==> config.mk <==
export PLATFORM = sky130hd
export DESIGN_NAME = multdiv_seq
export DESIGN_NICKNAME = d
export VERILOG_FILES = /design/src/rtl/multdiv_seq.sv
export SDC_FILE = /design/constraint.sdc
export NUM_CORES = 1
export LEC_CHECK = 0
export BUFFER_PORTS_ARGS = -buffer_cell sky130_fd_sc_hd__buf_2
export CAP_MARGIN = 20
export CORE_MARGIN = 1
export CORE_UTILIZATION = 30
export CTS_CLUSTER_DIAMETER = 80
export CTS_CLUSTER_SIZE = 10
export DETAILED_ROUTE_END_ITERATION = 8
export GPL_TIMING_DRIVEN = 0
export PLACE_DENSITY = 0.45
export SLEW_MARGIN = 20
export SYNTH_ARGS = -nofsm -noshare
export SYNTH_HDL_FRONTEND = slang
export SYNTH_SLANG_ARGS = --single-unit
export TNS_END_PERCENT = 5
==> constraint.sdc <==
create_clock -name clock -period 7.2 [get_ports clock]
set_clock_uncertainty 0.1 [all_clocks]
set_input_delay 1.44 -clock clock [delete_from_list [all_inputs] [get_ports clock]]
set_output_delay 1.44 -clock clock [all_outputs]
set_load 0.01 [all_outputs]
==> src/rtl/multdiv_seq.sv <==
// ---------------------------------------------------------------------------
// multdiv_seq : sequential signed 32-bit multiply / divide unit.
//
// Sits next to the single-cycle ALU. MUL uses radix-2 Booth and DIV uses
// restoring division on magnitudes. Both take exactly ITER iteration cycles
// plus one DONE cycle, so every operation has the same fixed latency.
//
// Ports
//   clock           in   rising-edge clock
//   reset_n         in   asynchronous active-low reset
//   data_operandA   in   multiplicand / dividend (sampled on start edges only)
//   data_operandB   in   multiplier / divisor    (sampled on start edges only)
//   ctrl_MULT       in   start pulse for multiply (wins over ctrl_DIV)
//   ctrl_DIV        in   start pulse for divide
//   data_result     out  low word of product, or signed quotient (held)
//   data_exception  out  overflow or divide-by-zero flag (held)
//   data_resultRDY  out  one-cycle pulse when result/exception are fresh
//   dbg_state       out  current FSM state (IDLE=0, MUL=1, DIV=2, DONE=3)
//
// Handshake: a start is any rising edge with ctrl_MULT or ctrl_DIV high; it
// latches the operands and aborts whatever was in flight (the aborted op never
// pulses RDY). data_resultRDY rises exactly 33 edges after the last start edge
// and stays high for one cycle. A start on that same edge is accepted; the
// completing operation still delivers its pulse.
// ---------------------------------------------------------------------------
module multdiv_seq #(
    parameter int WIDTH = 32,
    parameter int ITER  = 32
) (
    input  logic             clock,
    input  logic             reset_n,
    input  logic [WIDTH-1:0] data_operandA,
    input  logic [WIDTH-1:0] data_operandB,
    input  logic             ctrl_MULT,
    input  logic             ctrl_DIV,
    output logic [WIDTH-1:0] data_result,
    output logic             data_exception,
    output logic             data_resultRDY,
    output logic [1:0]       dbg_state
);

    typedef enum logic [1:0] {
        S_IDLE = 2'd0,
        S_MUL  = 2'd1,
        S_DIV  = 2'd2,
        S_DONE = 2'd3
    } state_t;

    localparam logic [5:0] LAST_CNT = 6'(ITER);

    state_t             state_q;
    logic [5:0]         cnt_q;
    logic [WIDTH-1:0]   a_q;        // latched operand A (Booth multiplicand, sign source)
    logic [WIDTH-1:0]   b_q;        // latched operand B (divisor, sign source)
    logic [WIDTH:0]     hi_q;       // MUL: accumulator, DIV: partial remainder
    logic [WIDTH-1:0]   lo_q;       // MUL: multiplier,  DIV: dividend / quotient
    logic               qm1_q;      // Booth q(-1)
    logic [WIDTH-1:0]   result_q;
    logic               exc_q;
    logic               rdy_q;

    // Booth step
    logic [WIDTH:0]     a_ext;
    logic [WIDTH:0]     booth_sum;
    logic [WIDTH:0]     mul_hi_d;
    logic [WIDTH-1:0]   mul_lo_d;
    logic               mul_qm1_d;
    logic [WIDTH:0]     mul_top;
    logic               mul_exc_d;

    // Restoring divide step
    logic [WIDTH-1:0]   a_in_mag;
    logic [WIDTH-1:0]   b_mag;
    logic [WIDTH:0]     div_shift;
    logic [WIDTH+1:0]   div_trial;
    logic [WIDTH:0]     div_hi_d;
    logic [WIDTH-1:0]   div_lo_d;
    logic               div_bzero;
    logic               div_ovf;
    logic               div_exc_d;
    logic [WIDTH-1:0]   div_res_d;

    logic               start;

    assign start = ctrl_MULT | ctrl_DIV;

    always_comb begin
        a_ext     = {a_q[WIDTH-1], a_q};
        booth_sum = hi_q;
        case ({lo_q[0], qm1_q})
            2'b01:   booth_sum = hi_q + a_ext;
            2'b10:   booth_sum = hi_q - a_ext;
            default: booth_sum = hi_q;
        endcase
        // Arithmetic right shift of the whole {acc, mplr, q-1} register.
        mul_hi_d  = {booth_sum[WIDTH], booth_sum[WIDTH:1]};
        mul_lo_d  = {booth_sum[0], lo_q[WIDTH-1:1]};
        mul_qm1_d = lo_q[0];

        // Product P = {hi_q[WIDTH-1:0], lo_q}; the low word is only a valid
        // signed result when P[63:31] is a pure sign extension.
        mul_top   = {hi_q[WIDTH-1:0], lo_q[WIDTH-1]};
        mul_exc_d = !((&mul_top) || (~|mul_top));
    end

    always_comb begin
        a_in_mag  = data_operandA[WIDTH-1] ? ({WIDTH{1'b0}} - data_operandA) : data_operandA;
        b_mag     = b_q[WIDTH-1] ? ({WIDTH{1'b0}} - b_q) : b_q;

        div_shift = {hi_q[WIDTH-1:0], lo_q[WIDTH-1]};
        // One extra bit so the trial difference's sign is never ambiguous.
        div_trial = {1'b0, div_shift} - {2'b00, b_mag};
        div_hi_d  = div_trial[WIDTH+1] ? div_shift : div_trial[WIDTH:0];
        div_lo_d  = {lo_q[WIDTH-2:0], ~div_trial[WIDTH+1]};

        div_bzero = (b_q == {WIDTH{1'b0}});
        div_ovf   = (a_q == {1'b1, {(WIDTH-1){1'b0}}}) && (&b_q);
        div_exc_d = div_bzero || div_ovf;
        if (div_exc_d) begin
            div_res_d = {WIDTH{1'b0}};
        end else if (a_q[WIDTH-1] ^ b_q[WIDTH-1]) begin
            div_res_d = {WIDTH{1'b0}} - lo_q;
        end else begin
            div_res_d = lo_q;
        end
    end

    always_ff @(posedge clock or negedge reset_n) begin
        if (!reset_n) begin
            state_q  <= S_IDLE;
            cnt_q    <= 6'd0;
            a_q      <= {WIDTH{1'b0}};
            b_q      <= {WIDTH{1'b0}};
            hi_q     <= {(WIDTH+1){1'b0}};
            lo_q     <= {WIDTH{1'b0}};
            qm1_q    <= 1'b0;
            result_q <= {WIDTH{1'b0}};
            exc_q    <= 1'b0;
            rdy_q    <= 1'b0;
        end else begin
            rdy_q <= 1'b0;
            case (state_q)
                S_IDLE: ;
                S_MUL: begin
                    if (cnt_q == LAST_CNT) begin
                        state_q  <= S_DONE;
                        result_q <= lo_q;
                        exc_q    <= mul_exc_d;
                        rdy_q    <= 1'b1;
                    end else begin
                        hi_q  <= mul_hi_d;
                        lo_q  <= mul_lo_d;
                        qm1_q <= mul_qm1_d;
                        cnt_q <= cnt_q + 6'd1;
                    end
                end
                S_DIV: begin
                    if (cnt_q == LAST_CNT) begin
                        state_q  <= S_DONE;
                        result_q <= div_res_d;
                        exc_q    <= div_exc_d;
                        rdy_q    <= 1'b1;
                    end else begin
                        hi_q  <= div_hi_d;
                        lo_q  <= div_lo_d;
                        cnt_q <= cnt_q + 6'd1;
                    end
                end
                S_DONE: state_q <= S_IDLE;
                default: state_q <= S_IDLE;
            endcase

            // A start overrides the sequencing above but not the completion
            // outputs, so a start on the RDY edge keeps that pulse.
            if (start) begin
                state_q <= ctrl_MULT ? S_MUL : S_DIV;
                cnt_q   <= 6'd0;
                a_q     <= data_operandA;
                b_q     <= data_operandB;
                hi_q    <= {(WIDTH+1){1'b0}};
                lo_q    <= ctrl_MULT ? data_operandB : a_in_mag;
                qm1_q   <= 1'b0;
            end
        end
    end

    assign data_result    = result_q;
    assign data_exception = exc_q;
    assign data_resultRDY = rdy_q;
    assign dbg_state      = state_q;

endmodule
==> impl_metrics.py <==
metrics = {
    "status": {
        "status": "completed",
    },
    "yosys": {
        "synth-edff-count": 0,
        "ys_types": 76,
        "netlist_area_mm2": 0.0146,
        "synth_top_area_cell": "dfrtp_1",
        "yosys_warnings": 0,
        "syn_inst": 1833,
        "synth-compound-area-share_pct": 26.3,
        "synth_area_leaders": "dfrtp_1, nand2_1, ha_1",
        "seq_area_frac_synth_pct": 29.6,
        "synthArstFlopShare_pct": 100,
        "ys_ff_latch": 172,
        "synth.avg_cell_area_um2": 7.94,
        "synth_mux_area_share_pct": 1.19,
        "synth-simple-area-share_pct": 21.9,
        "synthAdderAreaFrac_pct": 6.72,
        "synth_top_area_share_pct": 29.6,
        "synth_ff_type": "dfrtp_1",
        "synth_top_family_by_area": "compound AO/OA/AOI/OAI gates",
        "synth-xor-area-share_pct": 10.2,
        "syn-num-nets": 1978,
    },
    "global_routing": {
        "grt_pass1_wl_mm": 88.7,
        "grt_use_total_pct": 23.8,
        "gr-usage-met1_pct": 36.2,
        "gr-max-usage-layer": "met1",
        "grt_pass1_vias": 13700,
        "grt-ovfl-total": 0,
        "grt_start_max_net_pins": 80,
        "gr-usage-met2_pct": 35.3,
        "antenna_found_initial": 0,
        "grtUsageMet3_pct": 2.99,
    },
    "cts": {
        "numCtsBuffers": 17,
        "cts_buffer_depth": 2,
        "ctsHoldBuffers": 0,
        "cts_tree": "built",
        "post-cts-setup-buffer-count": 0,
        "clock-sinks": 172,
        "h-tree-depth": 4,
        "clk_pin_slew_worst_paths_ns": 0.07,
        "clock_latency_ns": 0.48,
        "cts-root-buf": "clkbuf_16",
        "ctsResizeCount": 0,
    },
    "power_and_ir_drop": {
        "p_int_mw": 1.98,
        "p_leak_nw": 6.98,
        "peakVddDrop_v": 0.000175,
        "power.density_mw_per_mm2": 204,
        "switchingPower_mw": 1.38,
        "seq_power_share_pct": 34.9,
        "finalPower_mw": 3.36,
        "swShare_pct": 41.1,
        "combPwrFrac_pct": 37.1,
        "clock_power_share_pct": 28.0,
    },
    "floorplanning": {
        "design.core.area_mm2": 0.0478,
        "die_w_um": 222,
        "ios": 104,
        "dieArea_mm2": 0.0494,
        "die_y_um": 222,
        "row_count": 80,
        "start_util_pct": 30.4,
    },
    "min_path": {
        "hp-start": "data_result[11]",
        "hp-class": "reg -> reg",
        "hold_end": "data_result[11]",
        "hold_depth": 2,
    },
    "setup_path": {
        "worstPathRequired_ns": 7.45,
        "worst-path-max-fanout": 10,
        "r2r_setup_slack_ns": 0.78,
        "rr_endpoint": "hi_q[26]",
        "cp-start-kind": "flip-flop",
        "worst_setup_path_end_kind": "flip-flop",
        "worstPathArrival_ns": 6.67,
        "reg2reg_from": "b_q[6]",
        "reg2reg_depth": 17,
        "worstSetupPathType": "reg -> reg",
    },
    "routing": {
        "avgViaCountPerCell": 5.61,
        "wl_mm": 58.8,
        "drc_errors": 0,
        "ant_nets": 0,
        "drt_iter0_drc": 1262,
        "wl_per_cell_um": 22.7,
        "first_pass_iters": 5,
        "dr_total_vias": 14500,
    },
    "finish": {
        "drive_gt1_share_pct": 10.2,
        "final_util_pct": 34.4,
        "finalNonFillerCells": 2585,
        "layout_commonest_cell": "nand2_1",
        "layout_common_cells": "nand2_1, dfrtp_1, a21oi_1, o21ai_0, nor2_1",
        "nNetsFinal": 2102,
        "area_growth_pct": 13.2,
        "n_antenna_cell": 0,
    },
    "sta": {
        "maxSlewHeadroom_pct": 22.9,
        "report.final.hold_viol_count": 0,
        "post-route-min-period_ns": 6.42,
        "tightest_slew_ns": 1.15,
        "final.period_utilization_pct": 89.2,
        "hold_ws_ns": 0.377,
        "fmax_mhz": 156,
        "rsz0062_at_grt": "false",
        "maxSlewViolCount": 0,
        "finalSetupViolations": 0,
        "timing.setup.tns_ns": 0,
    },
    "place": {
        "dp_hpwl_mm": 47.7,
        "place_congestion": 0.893,
        "placed_cells": 2553,
        "io_buffers": 102,
    },
    "run": {
        "maxCapViolCount": 0,
    },
}
[registers in the layout, indices dropped and copies added (netlist names)]
signal,cells
b_q,32
a_q,32
cnt_q,6
data_resultRDY,1
hi_q,33
lo_q,32
data_result,32
dbg_state,2
data_exception,1
qm1_q,1
[how the worst max path moves through the flow]
stage / start / end / slack, ns
2_1_floorplan: b_q[6] / hi_q[10] / 2.02
3_3_place_gp: b_q[6] / hi_q[26] / 0.93
3_5_place_dp: b_q[6] / hi_q[26] / 0.92
4_1_cts: b_q[6] / hi_q[26] / 0.87
5_1_grt: b_q[6] / hi_q[26] / 0.54
6_report: b_q[6] / hi_q[26] / 0.78
[layout make-up]
type / count / area [µm²]
clock inverters: 11 / 105
clock buffers: 21 / 460
fillers: 5048 / 31400
plain buffers: 110 / 467
inverters: 36 / 135
flip-flops and latches: 172 / 4300
repair buffers: 105 / 581
well taps: 615 / 769
multi-input cells: 1515 / 9660
[kinds of logic after synthesis]
kind of cell    after synthesis
mux                          17
buf+inv                     146
xor+xnor                    170
simple gates                677
fa+ha+maj                    77
compound gates              574
flops                       172
[worst max-delay path, stage by stage, from the launching register on]
cell,delay (ns)
dfrtp_1,0.46
or4_4,0.58
or4_4,0.45
or3_4,0.37
or3_4,0.41
or3_4,0.39
o41ai_2,0.23
xor2_1,0.15
ha_1,0.29
clkbuf_1,0.28
and2_0,0.34
and3_1,0.24
nand2_1,0.09
o21bai_1,0.54
clkbuf_1,0.62
o2111ai_1,0.40
o211ai_1,0.23
nand3_1,0.10
[cell usage after synthesis, drive strengths merged, types with 16 or more instances]
master	n
a211oi	60
a21o	31
a21oi	137
a31oi	18
a32o	22
buf	16
clkbuf	94
dfrtp	172
ha	75
inv	35
nand2	337
nand2b	18
nand3	17
nand4	30
nor2	111
nor2b	30
nor3	30
nor4	27
o211ai	30
o21ai	154
o31ai	28
or4	19
xnor2	71
xor2	99
[through the flow]
stage	cell area, µm²	setup slack (ns)
4_1_cts	16500	0.875
3_5_place_dp	15900	0.916
6_report	16500	0.777
3_3_place_gp	15800	0.932
2_1_floorplan	14600	2.02
5_1_grt	16500	0.536
[power by group through the flow]
stage	logic (mW)	registers, mW	clock network, mW
6_report	1.25	1.17	0.941
5_1_grt	1.37	1.19	0.986
4_1_cts	1.24	1.17	0.954
3_5_place_dp	1.23	1.19	0
3_3_place_gp	1.22	1.19	0
2_1_floorplan	0.838	1.14	0
[layer usage]
layer | share of wire, % | vias to the layer above
met3 | 5.6 | 52
met5 | 0 | -
met2 | 43 | 455
met4 | 1.6 | 0
met1 | 50 | 7075
li1 | - | 6928
(Power assumes the default switching activity.)
